<file path="config.mk">
export PLATFORM = sky130hd
export DESIGN_NAME = mmio_responder
export DESIGN_NICKNAME = d
export VERILOG_FILES = /design/src/rtl/mmio_responder_pkg.sv /design/src/rtl/mmio_responder_seven_seg_decoder.sv /design/src/rtl/mmio_responder.sv
export SDC_FILE = /design/constraint.sdc
export NUM_CORES = 1
export LEC_CHECK = 0
export ABC_AREA = 1
export BUFFER_PORTS_ARGS = -buffer_cell sky130_fd_sc_hd__buf_2
export CAP_MARGIN = 20
export CORE_ASPECT_RATIO = 1.4
export CORE_MARGIN = 2
export CORE_UTILIZATION = 65
export DETAILED_ROUTE_END_ITERATION = 7
export PLACE_DENSITY = 0.85
export SETUP_SLACK_MARGIN = 0.3
export SYNTH_ARGS = -nofsm -noshare
export SYNTH_HDL_FRONTEND = slang
export SYNTH_SLANG_ARGS = --single-unit
</file>
<file path="constraint.sdc">
create_clock -name clk -period 3.55 [get_ports clk]
set_input_delay 0.71 -clock clk [delete_from_list [all_inputs] [get_ports clk]]
set_output_delay 0.71 -clock clk [all_outputs]
set_load 0.005 [all_outputs]
</file>
<file path="src/rtl/mmio_responder_pkg.sv">
//------------------------------------------------------------------------------
// Module   : mmio_responder_pkg
// Brief    : Shared constants and segment patterns for the board I/O responder.
// Revision : 1.0
//------------------------------------------------------------------------------
`default_nettype none

package mmio_responder_pkg;

    localparam int          DBITS           = 32;
    localparam logic [31:0] ADDR_HEX        = 32'hF000_0000;
    localparam logic [31:0] ADDR_LEDR       = 32'hF000_0004;
    localparam logic [31:0] ADDR_LEDG       = 32'hF000_0008;
    localparam logic [31:0] ADDR_KEY        = 32'hF000_0010;
    localparam logic [31:0] ADDR_SW         = 32'hF000_0014;
    localparam logic [15:0] DEBOUNCE_CYCLES = 16'd50000;

    localparam int KEY_BITS = 4;
    localparam int SW_BITS  = 10;

    // Active-low segments, bit0 = a ... bit6 = g
    localparam logic [6:0] SEG_0 = 7'b1000000;
    localparam logic [6:0] SEG_1 = 7'b1111001;
    localparam logic [6:0] SEG_2 = 7'b0100100;
    localparam logic [6:0] SEG_3 = 7'b0110000;
    localparam logic [6:0] SEG_4 = 7'b0011001;
    localparam logic [6:0] SEG_5 = 7'b0010010;
    localparam logic [6:0] SEG_6 = 7'b0000010;
    localparam logic [6:0] SEG_7 = 7'b1111000;
    localparam logic [6:0] SEG_8 = 7'b0000000;
    localparam logic [6:0] SEG_9 = 7'b0010000;
    localparam logic [6:0] SEG_A = 7'b0001000;
    localparam logic [6:0] SEG_B = 7'b0000011;
    localparam logic [6:0] SEG_C = 7'b1000110;
    localparam logic [6:0] SEG_D = 7'b0100001;
    localparam logic [6:0] SEG_E = 7'b0000110;
    localparam logic [6:0] SEG_F = 7'b0001110;

    function automatic logic [6:0] seg_pattern(input logic [3:0] nib);
        logic [6:0] pat;
        pat = SEG_0;
        case (nib)
            4'h0: pat = SEG_0;
            4'h1: pat = SEG_1;
            4'h2: pat = SEG_2;
            4'h3: pat = SEG_3;
            4'h4: pat = SEG_4;
            4'h5: pat = SEG_5;
            4'h6: pat = SEG_6;
            4'h7: pat = SEG_7;
            4'h8: pat = SEG_8;
            4'h9: pat = SEG_9;
            4'hA: pat = SEG_A;
            4'hB: pat = SEG_B;
            4'hC: pat = SEG_C;
            4'hD: pat = SEG_D;
            4'hE: pat = SEG_E;
            default: pat = SEG_F;
        endcase
        return pat;
    endfunction

endpackage

`default_nettype wire

</file>
<file path="src/rtl/mmio_responder_seven_seg_decoder.sv">
//------------------------------------------------------------------------------
// Module   : seven_seg_decoder
// Brief    : Combinational hex digit to active-low seven-segment pattern.
// Revision : 1.0
//------------------------------------------------------------------------------
`default_nettype none

module seven_seg_decoder
    import mmio_responder_pkg::*;
(
    input  logic [3:0] nibble,
    output logic [6:0] seg
);

    assign seg = seg_pattern(nibble);

endmodule

`default_nettype wire

</file>
<file path="src/rtl/mmio_responder.sv">
//------------------------------------------------------------------------------
// Module   : mmio_responder
// Brief    : Memory-mapped KEY/SW/HEX/LEDR/LEDG responder on the data bus.
// Revision : 1.0
//------------------------------------------------------------------------------
`default_nettype none

module mmio_responder #(
    parameter int                DBITS           = mmio_responder_pkg::DBITS,
    parameter logic [DBITS-1:0]  ADDR_HEX        = mmio_responder_pkg::ADDR_HEX,
    parameter logic [DBITS-1:0]  ADDR_LEDR       = mmio_responder_pkg::ADDR_LEDR,
    parameter logic [DBITS-1:0]  ADDR_LEDG       = mmio_responder_pkg::ADDR_LEDG,
    parameter logic [DBITS-1:0]  ADDR_KEY        = mmio_responder_pkg::ADDR_KEY,
    parameter logic [DBITS-1:0]  ADDR_SW         = mmio_responder_pkg::ADDR_SW,
    parameter logic [15:0]       DEBOUNCE_CYCLES = mmio_responder_pkg::DEBOUNCE_CYCLES
) (
    input  logic             clk,
    input  logic             reset,
    input  logic [DBITS-1:0] addr,
    input  logic             wr_en,
    input  logic [DBITS-1:0] wdata,
    output logic [DBITS-1:0] rdata,
    output logic             hit,
    input  logic [3:0]       key_n,
    input  logic [9:0]       sw,
    output logic [6:0]       hex0,
    output logic [6:0]       hex1,
    output logic [6:0]       hex2,
    output logic [6:0]       hex3,
    output logic [9:0]       ledr,
    output logic [7:0]       ledg
);

    import mmio_responder_pkg::*;

    localparam int              NIN      = KEY_BITS + SW_BITS;
    localparam int              CW       = $clog2(DEBOUNCE_CYCLES + 1);
    localparam logic [CW-1:0]   CNT_LAST = CW'(DEBOUNCE_CYCLES - 16'd1);

    logic [DBITS-1:0]    word_addr;
    logic                sel_hex, sel_ledr, sel_ledg, sel_key, sel_sw;
    logic [15:0]         hex_reg;
    logic [NIN-1:0]      raw_in, sync_meta, sync_q, db;
    logic [KEY_BITS-1:0] key_db;
    logic [SW_BITS-1:0]  sw_db;
    logic                unused_bits;

    assign word_addr = {addr[DBITS-1:2], 2'b00};
    assign sel_hex   = (word_addr == {ADDR_HEX[DBITS-1:2],  2'b00});
    assign sel_ledr  = (word_addr == {ADDR_LEDR[DBITS-1:2], 2'b00});
    assign sel_ledg  = (word_addr == {ADDR_LEDG[DBITS-1:2], 2'b00});
    assign sel_key   = (word_addr == {ADDR_KEY[DBITS-1:2],  2'b00});
    assign sel_sw    = (word_addr == {ADDR_SW[DBITS-1:2],   2'b00});
    assign hit       = sel_hex | sel_ledr | sel_ledg | sel_key | sel_sw;

    assign unused_bits = &{1'b0, addr[1:0], wdata[DBITS-1:16]};

    always_comb begin
        rdata = '0;
        if (sel_hex)       rdata = DBITS'(hex_reg);
        else if (sel_ledr) rdata = DBITS'(ledr);
        else if (sel_ledg) rdata = DBITS'(ledg);
        else if (sel_key)  rdata = DBITS'(key_db);
        else if (sel_sw)   rdata = DBITS'(sw_db);
    end

    always_ff @(posedge clk or negedge reset) begin
        if (!reset) begin
            hex_reg <= '0;
            ledr    <= '0;
            ledg    <= '0;
        end else if (wr_en) begin
            if (sel_hex)  hex_reg <= wdata[15:0];
            if (sel_ledr) ledr    <= wdata[9:0];
            if (sel_ledg) ledg    <= wdata[7:0];
        end
    end

    // KEY is inverted up front so every downstream bit reads 1 = active
    assign raw_in = {sw, ~key_n};

    always_ff @(posedge clk or negedge reset) begin
        if (!reset) begin
            sync_meta <= '0;
            sync_q    <= '0;
        end else begin
            sync_meta <= raw_in;
            sync_q    <= sync_meta;
        end
    end

    generate
        for (genvar i = 0; i < NIN; i++) begin : g_debounce
            logic [CW-1:0] cnt;
            logic          d;

            always_ff @(posedge clk or negedge reset) begin
                if (!reset) begin
                    cnt <= '0;
                    d   <= 1'b0;
                end else if (sync_q[i] == d) begin
                    cnt <= '0;
                end else if (cnt == CNT_LAST) begin
                    d   <= sync_q[i];
                    cnt <= '0;
                end else begin
                    cnt <= cnt + 1'b1;
                end
            end

            assign db[i] = d;
        end
    endgenerate

    assign key_db = db[KEY_BITS-1:0];
    assign sw_db  = db[NIN-1:KEY_BITS];

    seven_seg_decoder u_seg0 (.nibble(hex_reg[3:0]),   .seg(hex0));
    seven_seg_decoder u_seg1 (.nibble(hex_reg[7:4]),   .seg(hex1));
    seven_seg_decoder u_seg2 (.nibble(hex_reg[11:8]),  .seg(hex2));
    seven_seg_decoder u_seg3 (.nibble(hex_reg[15:12]), .seg(hex3));

endmodule

`default_nettype wire

</file>
==> impl_summary.log <==
INFO  metric detail_route.wl_per_cell = 14.6 um
INFO  metric synth_seq_area_share = 0.456
INFO  metric yosys.area.top_type = dfrtp_1
INFO  metric layout.cells.most_common = nand2_1
INFO  metric deepest_clock_path_buffer_count = 3
INFO  metric route.vias.total = 14000
INFO  metric root_buffer = clkbuf_16
INFO  metric slew_viol_final = 0
INFO  metric postCtsSetupRepairBufs = 0
INFO  metric powerDensity = 383 nW/um^2
INFO  metric worst_pin_slew = 667 ps
INFO  metric critical_path_cell_count = 13
INFO  metric die_width = 139 um
INFO  metric insertion_delay = 550 ps
INFO  metric clock_pin_slew_reported_for_the_worst_setup_and_hold_paths_after_clock_tree_synthesis = 70 ps
INFO  metric cap_violations = 0
INFO  metric global_route_wire_length_before_repair = 61.7 mm
INFO  metric finalSetupTns = 0 ps
INFO  metric top_cells_by_area_in_the_synthesized_netlist = dfrtp_1, nand2_1, inv_1
INFO  metric die_area = 26600 um^2
INFO  metric finClkSkew = 15.8 ps
INFO  metric asyncSetResetFlopFracSynth = 1.00
INFO  metric final-setup-viol-count = 0
INFO  metric gr-usage-all-layers = 0.274
INFO  metric fill_cells = 1768
INFO  metric reg2reg_depth = 10
INFO  metric syn-mean-instance-area = 8.18 um^2
INFO  metric critical_path_at = 2370 ps
INFO  metric syn_area = 16500 um^2
INFO  metric hold_viol = 0
INFO  metric synth-edff-count = 0
INFO  metric timing.slew.headroom = 0.555
INFO  metric cp_top_family = simple AND/OR/NAND/NOR gates
INFO  metric worst_hold_path_type = input port to async pin
INFO  metric largest_reg_flops = 224
INFO  metric detailed_route_drc_error_count = 0
INFO  metric cts-hold-fix-buffers = 0
INFO  metric overflow = 0
INFO  metric crit_path_start_kind = input port
INFO  metric core-area = 24800 um^2
INFO  metric critical_path.reg2reg.endpoint = g_debounce[9].cnt[8]
INFO  metric cp-endpoint = rdata[5]
INFO  metric status = completed
INFO  metric post_synth_inst_count = 2013
INFO  metric rsz_0062_raised_after_global_routing = false
INFO  metric grt_start_max_net_pins = 88
INFO  metric post-route-min-period = 3080 ps
INFO  metric achievable-frequency = 325 MHz
INFO  metric floorplan.rows = 68
INFO  metric postRouteAntennaNets = 0
INFO  metric rrSetupSlack = 1610 ps
INFO  metric drt_first_iter_violations = 899
INFO  metric worst_ep_required_time = 2840 ps
INFO  metric hpwlAfterDp = 26.1 mm
INFO  metric boundary_pin_count = 160
INFO  metric floorplan.initialDensity = 0.665
INFO  metric initial_antenna_violation_count = 0
INFO  metric timing.rr.start = g_debounce[9].cnt[0]
INFO  metric finalWirelength = 36.5 mm
INFO  metric clkSinkCount = 300
INFO  metric max-vdd-ir-drop = 480 uV
INFO  metric post-place-cells = 2437
INFO  metric postSynth.topFlopCell = dfrtp_1
INFO  metric crit_type = input port to output port
INFO  metric die_outline_height = 192 um
INFO  metric synth.ff_latch_count = 300
INFO  metric period_share = 0.868
INFO  metric htreeDepth = 1
INFO  metric critPathCaptureType = output port
INFO  metric cp_cell_sequence = buf_2 > nor2_1 > nand2_1 > nor2_1 > nand2_2 > nor2_8 > nand2_4 > clkinv_2 > a21oi_1 > o21ai_1 > nand2_1 > nand2_1 > buf_2
INFO  metric crit_slowest_cell = nor2_8
INFO  metric worst-path-max-fanout = 15
INFO  metric instances_no_fill = 2491
INFO  metric routabilityCongestion = 0.940
INFO  metric route.detailed.vias_per_inst = 5.63
INFO  metric worst_path_most_repeated_cell = nand2_1
INFO  metric placement.io_buffers = 125
INFO  metric critical_path.max_stage_delay = 250 ps
INFO  metric final_nets = 2272
INFO  metric syn2layout_area_growth = 11.8%
INFO  metric critical_path.n_buffers_inverters = 3
INFO  metric grt_pass1_vias = 13800
INFO  metric dr.pass1.iters = 7
INFO  metric worst_setup_path_startpoint = addr[21]
INFO  metric netlist.area_leader.share = 0.456
INFO  metric cts_tree = done
INFO  metric p_leak = 0.00852 uW
INFO  metric clock_buffers_created_by_tritoncts = 29
INFO  metric mostFrequentLayoutCells = nand2_1, dfrtp_1, inv_1
INFO  metric layout_cell_share_with_drive_strength_beyond_1 = 0.162
INFO  metric ys.warnings.count = 0
INFO  metric synth_cell_types = 54
[routing by layer]
layer	vias to the layer above	share of wire	GRT usage
met2	405	0.53	0.525
met4	0	0.034	0.0989
met3	116	0.048	0.0372
li1	6822	-	-
met5	-	0	0
met1	6678	0.38	0.313
[synth_stat cells (22+ instances only)]
cell type	n
a21oi_1	118
dfrtp_1	300
ha_1	38
inv_1	277
nand2_1	332
nand2_2	24
nand3_1	129
nand4_1	44
nor2_1	261
nor2_2	24
nor3_1	49
nor4_1	38
o21ai_0	83
o21ai_1	22
xor2_1	57
[worst min path at each step]
stage	slack (ps)	depth (start not counted)	from	to
floorplan	330	0	sync_meta[0]	sync_q[0]
global placement	330	0	sync_meta[1]	sync_q[1]
detailed placement	330	0	sync_meta[9]	sync_q[9]
CTS	200	1	reset	g_debounce[1].cnt[12]
global route	230	1	reset	g_debounce[1].cnt[9]
finish	180	1	reset	g_debounce[1].cnt[9]
[per-stage QoR]
step                total power [uW]  hold slack, ps  setup slack, ps  area (um^2)   util
finish                          7050             180              470        18400  0.743
global route                    7290             234              306        18400  0.743
CTS                             7100             198              445        18400  0.743
global placement                3850             332              555        17400  0.702
floorplan                       3710             331             1120        16500      -
detailed placement              3860             335              507        17400  0.702
[cells by family (layout without fill, tap and decap cells)]
logic type      Yosys count  after routing  share of synthesized area
compound gates          266            266                     0.0892
buf+inv                 330            477                     0.0828
mux                       9              9                    0.00616
flops                   300            300                      0.456
other cells               1             17                   0.000228
xor+xnor                 63             63                     0.0335
simple gates           1006           1006                      0.303
fa+ha+maj                38             38                     0.0289
[layout make-up]
cell class	instances	area [um^2]	area share
Sequential cell	300	7510	0.408
Tap cell	315	394	0.0214
Clock buffer	41	851	0.0462
Clock inverter	12	165	0.00898
Multi-Input combinational cell	1398	7650	0.416
Timing Repair Buffer	131	718	0.0390
Inverter	293	1110	0.0603
Antenna cell	1	2.50	0.000136
[power by group]
group	switching (uW)	total, uW	leakage, uW	internal [uW]
Combinational	194	283	0.00393	89.3
Clock	1310	3260	0.000500	1950
Sequential	39.8	3510	0.00409	3470
[repair_timing]
| item | 4_1_cts | 5_1_grt |
|---|---|---|
| setup endpoints to repair | 0 | 1 |
| endpoints found under the hold margin | 0 | 0 |
| gates resized for setup | 0 | 2 |
[worst reg2reg max path: cells and delay by family (launching register included)]
family | cells | cell delay [ps]
AO/OA/AOI/OAI | 2 | 180
adder cells (fa/ha/maj) | 1 | 200
buffers and inverters | 2 | 250
flip-flops | 1 | 390
AND/OR/NAND/NOR | 5 | 820
Note: power is estimated with default switching activity, not from simulation.
